`src/rtl/regfile_wb_ctrl.sv`:
```
// Register-file write-back controller.
// Two result sources (A: ALU, B: load unit) compete for a single write-back
// path. Accepted results go into a small FIFO that drains one entry per cycle
// into a registered register-file write port. A per-register busy scoreboard
// tracks destinations reserved at issue until their write-back happens.
module regfile_wb_ctrl #(
    parameter int DEPTH  = 4,
    parameter int DATA_W = 32
) (
    input  logic                     clk,
    input  logic                     reset,
    // Source A (ALU)
    input  logic                     a_valid,
    output logic                     a_ready,
    input  logic [1:0]               a_addr,
    input  logic [DATA_W-1:0]        a_data,
    // Source B (load unit)
    input  logic                     b_valid,
    output logic                     b_ready,
    input  logic [1:0]               b_addr,
    input  logic [DATA_W-1:0]        b_data,
    // Destination reservation from issue
    input  logic                     claim_valid,
    input  logic [1:0]               claim_addr,
    output logic [3:0]               busy,
    // Register-file write port
    output logic                     rf_we,
    output logic [1:0]               rf_waddr,
    output logic [DATA_W-1:0]        rf_wdata,
    output logic [$clog2(DEPTH):0]   fifo_count
);

    localparam int PTR_W = $clog2(DEPTH);
    localparam int CNT_W = PTR_W + 1;

    // FIFO storage and bookkeeping
    logic [DATA_W-1:0] r_mem_data [DEPTH];
    logic [1:0]        r_mem_addr [DEPTH];
    logic [PTR_W-1:0]  r_wr_ptr;
    logic [PTR_W-1:0]  r_rd_ptr;
    logic [CNT_W-1:0]  r_count;

    // Round-robin pointer: 0 means A is preferred, 1 means B is preferred
    logic              r_prio_b;

    // Registered write port and busy scoreboard
    logic              r_rf_we;
    logic [1:0]        r_rf_waddr;
    logic [DATA_W-1:0] r_rf_wdata;
    logic [3:0]        r_busy;

    logic              w_grant_a;
    logic              w_grant_b;
    logic              w_not_full;
    logic              w_a_hs;
    logic              w_b_hs;
    logic              w_push;
    logic              w_pop;
    logic [1:0]        w_push_addr;
    logic [DATA_W-1:0] w_push_data;
    logic [CNT_W-1:0]  w_count_nxt;
    logic [3:0]        w_busy_nxt;

    // Arbitration: single requester wins outright, contention follows the pointer
    always_comb begin
        w_grant_a = a_valid & (~b_valid | ~r_prio_b);
        w_grant_b = b_valid & (~a_valid |  r_prio_b);
    end

    // Readiness depends only on grant and current occupancy, never on the pop;
    // reset forces both low immediately
    always_comb begin
        w_not_full = (r_count != CNT_W'(DEPTH));
        a_ready    = w_grant_a & w_not_full & ~reset;
        b_ready    = w_grant_b & w_not_full & ~reset;
        w_a_hs     = a_valid & a_ready;
        w_b_hs     = b_valid & b_ready;
        w_push     = w_a_hs | w_b_hs;
        w_pop      = (r_count != '0);
    end

    // Select the payload of whichever source completed its handshake
    always_comb begin
        w_push_addr = a_addr;
        w_push_data = a_data;
        if (w_b_hs) begin
            w_push_addr = b_addr;
            w_push_data = b_data;
        end
    end

    // Occupancy update: simultaneous push and pop cancel out
    always_comb begin
        w_count_nxt = r_count;
        case ({w_push, w_pop})
            2'b10:   w_count_nxt = r_count + CNT_W'(1);
            2'b01:   w_count_nxt = r_count - CNT_W'(1);
            default: w_count_nxt = r_count;
        endcase
    end

    // FIFO payload storage; only written on an accepted push
    always_ff @(posedge clk) begin
        if (w_push) begin
            r_mem_data[r_wr_ptr] <= w_push_data;
            r_mem_addr[r_wr_ptr] <= w_push_addr;
        end
    end

    // FIFO pointers and count; pointers wrap naturally since DEPTH is a power of 2
    always_ff @(posedge clk or posedge reset) begin
        if (reset) begin
            r_wr_ptr <= '0;
            r_rd_ptr <= '0;
            r_count  <= '0;
        end else begin
            if (w_push) r_wr_ptr <= r_wr_ptr + PTR_W'(1);
            if (w_pop)  r_rd_ptr <= r_rd_ptr + PTR_W'(1);
            r_count <= w_count_nxt;
        end
    end

    // Round-robin pointer moves past the winner only when both sources contended
    // and the grant actually completed
    always_ff @(posedge clk or posedge reset) begin
        if (reset) begin
            r_prio_b <= 1'b0;
        end else if (a_valid && b_valid && w_push) begin
            r_prio_b <= ~r_prio_b;
        end
    end

    // Drain the FIFO head into the write port; register 0 entries are consumed silently
    always_ff @(posedge clk or posedge reset) begin
        if (reset) begin
            r_rf_we    <= 1'b0;
            r_rf_waddr <= '0;
            r_rf_wdata <= '0;
        end else if (w_pop) begin
            r_rf_we    <= (r_mem_addr[r_rd_ptr] != 2'd0);
            r_rf_waddr <= r_mem_addr[r_rd_ptr];
            r_rf_wdata <= r_mem_data[r_rd_ptr];
        end else begin
            r_rf_we    <= 1'b0;
        end
    end

    // Busy scoreboard next state: clear on completed write, set on claim (set wins)
    always_comb begin
        w_busy_nxt = r_busy;
        for (int r = 1; r < 4; r++) begin
            if (r_rf_we && (r_rf_waddr == 2'(r))) w_busy_nxt[r] = 1'b0;
            if (claim_valid && (claim_addr == 2'(r))) w_busy_nxt[r] = 1'b1;
        end
        w_busy_nxt[0] = 1'b0;
    end

    // Busy scoreboard register
    always_ff @(posedge clk or posedge reset) begin
        if (reset) begin
            r_busy <= '0;
        end else begin
            r_busy <= w_busy_nxt;
        end
    end

    assign busy       = r_busy;
    assign rf_we      = r_rf_we;
    assign rf_waddr   = r_rf_waddr;
    assign rf_wdata   = r_rf_wdata;
    assign fifo_count = r_count;

endmodule

```
`config.mk`:
```
export PLATFORM = sky130hd
export DESIGN_NAME = regfile_wb_ctrl
export DESIGN_NICKNAME = d
export VERILOG_FILES = /design/src/rtl/regfile_wb_ctrl.sv
export SDC_FILE = /design/constraint.sdc
export NUM_CORES = 1
export LEC_CHECK = 0
export CORE_ASPECT_RATIO = 0.9
export CORE_UTILIZATION = 35
export CTS_CLUSTER_SIZE = 28
export DETAILED_ROUTE_END_ITERATION = 16
export MAX_ROUTING_LAYER = met4
export SYNTH_ARGS = -nofsm -noshare
export SYNTH_HDL_FRONTEND = slang
export SYNTH_SLANG_ARGS = --single-unit
```
`constraint.sdc`:
```
create_clock -name clk -period 4.1 [get_ports clk]
set_clock_uncertainty 0.05 [all_clocks]
set_input_delay 0.615 -clock clk [delete_from_list [all_inputs] [get_ports clk]]
set_output_delay 0.615 -clock clk [all_outputs]
set_load 0.02 [all_outputs]
```
==> impl_metrics.tcl <==
set metrics [dict create \
    ys_seq_area_share_pct 72.40 \
    grt_max_degree 37 \
    drtIter0Drc 154 \
    insertion_delay_ps 430 \
    slew_violations 0 \
    start_kind "input pin" \
    routed_wl_microns 13610 \
    crit_path_max_fanout 5 \
    synth_area_sq_um 7231 \
    yosysWarnings 0 \
    setup_violations 0 \
    crit_required_ps 3430 \
    tightestPinTransition_ps 928.0 \
    fin_util_pct 46.12 \
    path_cells "clkdlybuf4s50_1, a2111oi_0, clkdlybuf4s50_1" \
    hold_buffers 0 \
    drive_above_1_share_pct 30.63 \
    clockBufferDepth 2 \
    die-area_sq_um 21240 \
    dr_total_vias 3622 \
    cts_htree_levels 4 \
    ys_ff_latch 182 \
    drc 0 \
    area_growth_pct 28.27 \
    synth_nets 432 \
    initial_core_util_pct 35.96 \
    max_freq_mhz 345.7 \
    grt_pass1_vias 3911 \
    min_path_type "reg2reg" \
    ios 119 \
    port_buffers 117 \
    worst_setup_path_end_kind "primary output" \
    wire_per_inst_microns 18.19 \
    synthCells 351 \
    cts-buffers-inserted 17 \
    final_cell_area_sq_um 9275 \
    firstDrtPassIters 4 \
    rows 49 \
    slowest_delay_ps 690 \
    clk_pin_slew_ps 70 \
    peakVddDrop_uv 315.4 \
    fin_nets 561 \
    final.setup.tns_ps 0 \
    yosysUniqueCellTypes 30 \
    cts_tree "done" \
    cts.repair.resized 0 \
    dpl_cell_area_sq_um 8693 \
    core_sq_um 20110 \
    cts.sinks 182 \
    grt_use_total_pct 14.20 \
    cts-root-buf "clkbuf_16" \
    die_w_microns 153.5 \
    post-route-min-period_ps 2893 \
    power.density_nw_per_um2 700.4 \
    ant_nets 0 \
    grt_pass1_wl_microns 21740 \
    antenna_cells 0 \
    maxSlewHeadroom_pct 38.14 \
    cp.arrival_ps 2230 \
    via_per_inst 4.842 \
    overflow 0 \
    hpwlAfterDp_microns 8506 \
    grt_antenna_before_repair 0 \
    rsz0062_at_grt "false" \
    die_y_microns 138.4 \
    cts_setup_buffers 0 \
    crit_top_cell "clkdlybuf4s50_1" \
    post_synth.cell_area_avg_sq_um 20.60 \
    crit_slowest_cell "clkdlybuf4s50_1" \
    gpl.final_weighted_congestion 0.6944 \
    hold_viol 0 \
    status "finished, final reports clean" \
    critPathKind "in2out" \
    p_leak_nw 3.222 \
    r2r_slack_ps 1540 \
    fin_crit_sh_pct 70.56 \
    drv_cap 0 \
    total_power_mw 6.496 \
]
-- worst max-delay path: cells and delay by family --
family	cells	cell delay [ps]
AO/OA/AOI/OAI	1	400
buffers and inverters	2	1210
-- path summary, 6_finish.rpt --
path | start | end | depth (start not counted)
setup / recovery | reset | a_ready | 3
hold / removal | r_prio_b$_DFFE_PP0P_ | r_prio_b$_DFFE_PP0P_ | 1
setup reg to reg | fifo_count[0]$_DFFE_PP0P_ | fifo_count[2]$_DFFE_PP0P_ | 8
hold reg to reg | r_prio_b$_DFFE_PP0P_ | r_prio_b$_DFFE_PP0P_ | 1
max in group asynchronous | reset | rf_wdata[18]$_DFFE_PP0P_ | 3
min in group asynchronous | reset | rf_wdata[26]$_DFFE_PP0P_ | 2
-- sequential cells by signal (all words and copies together) (netlist names) --
name / flops
rf_waddr: 2
rf_wdata: 32
r_wr_ptr: 2
r_prio_b: 1
fifo_count: 3
r_rd_ptr: 2
r_mem_addr: 8
r_mem_data: 128
busy: 3
rf_we: 1
-- routing by layer --
metal  vias up  share of wire [%]  global-route usage, %  wire length [microns]
met5         -                  0                      -                      0
li1       1644                  -                      -                      -
met4         0               0.84                  4.579                    114
met3        10                4.1                  3.636                    559
met2        94                 51                  22.61                   6881
met1      1874                 44                  17.75                   6052
-- report_power, final --
group          internal, mW  total (mW)  switching [mW]
sequential             2.51        2.82           0.313
clock                 0.815        1.58           0.762
combinational          1.15        2.10           0.948
total                  4.47        6.50            2.02
-- Yosys cell counts --
library cell,number,area [sq um]
clkbuf_1,2,7.510
ha_1,5,62.56
a32o_1,1,10.01
nand3b_1,1,7.510
nor4b_4,1,23.77
mux2i_1,1,10.01
nor3b_2,1,12.51
conb_1,1,3.750
inv_2,1,3.750
inv_1,8,30.03
nor2_1,4,15.01
buf_2,7,35.03
mux2_2,67,754.5
edfxtp_1,136,4084
mux4_2,34,765.7
mux2_1,2,22.52
xnor2_1,4,35.03
fa_1,1,20.02
nand3_1,1,5.000
buf_1,1,3.750
xor2_1,3,26.28
nor3_1,3,15.01
o21ai_0,3,15.01
nand2_1,6,22.52
buf_4,2,15.01
dfrtp_1,46,1151
nor2b_1,1,6.260
and2_1,4,25.02
buf_6,3,33.78
a2111oi_0,1,8.760
-- kinds of logic (layout without fill, tap and decap cells) --
logic type | count (synthesis) | count (layout) | share of synthesized area (%)
compound gates | 5 | 5 | 0.4672
xor+xnor | 7 | 7 | 0.8479
fa+ha+maj | 6 | 6 | 1.142
buf+inv | 24 | 166 | 1.782
flops | 182 | 182 | 72.40
mux | 104 | 104 | 21.47
other cells | 1 | 1 | 0.05186
simple gates | 22 | 22 | 1.834
-- cell type report --
cell class                      instances  area [sq um]
Tap cell                              255         319.1
Sequential cell                       182          5238
Clock buffer                           17         425.4
Clock inverter                         15         156.4
Timing Repair Buffer                  125          1231
Inverter                                9         33.78
Multi-Input combinational cell        145          1872
Fill cell                            1714         10830
-- stage by stage --
stage | instances | hold slack, ps | worst slack, ps
floorplan | 351 | 409.5 | 1586
global placement | 716 | 416.1 | 1234
detailed placement | 716 | 441.2 | 1188
CTS | 748 | 461.8 | 1185
global route | 748 | 474.1 | 1163
finish | 748 | 453.5 | 1207
-- cell usage in the layout (no fill, tap or decap), drive strengths merged, types with 2 or more instances in the layout --
| cell | instances |
|---|---|
| and2 | 4 |
| buf | 8 |
| clkbuf | 17 |
| clkdlybuf4s50 | 117 |
| clkinv | 5 |
| clkinvlp | 2 |
| dfrtp | 46 |
| edfxtp | 136 |
| ha | 5 |
| inv | 17 |
| mux2 | 69 |
| mux4 | 34 |
| nand2 | 6 |
| nor2 | 4 |
| nor3 | 3 |
| o21ai | 3 |
| xnor2 | 4 |
| xor2 | 3 |
(Power assumes the default switching activity.)
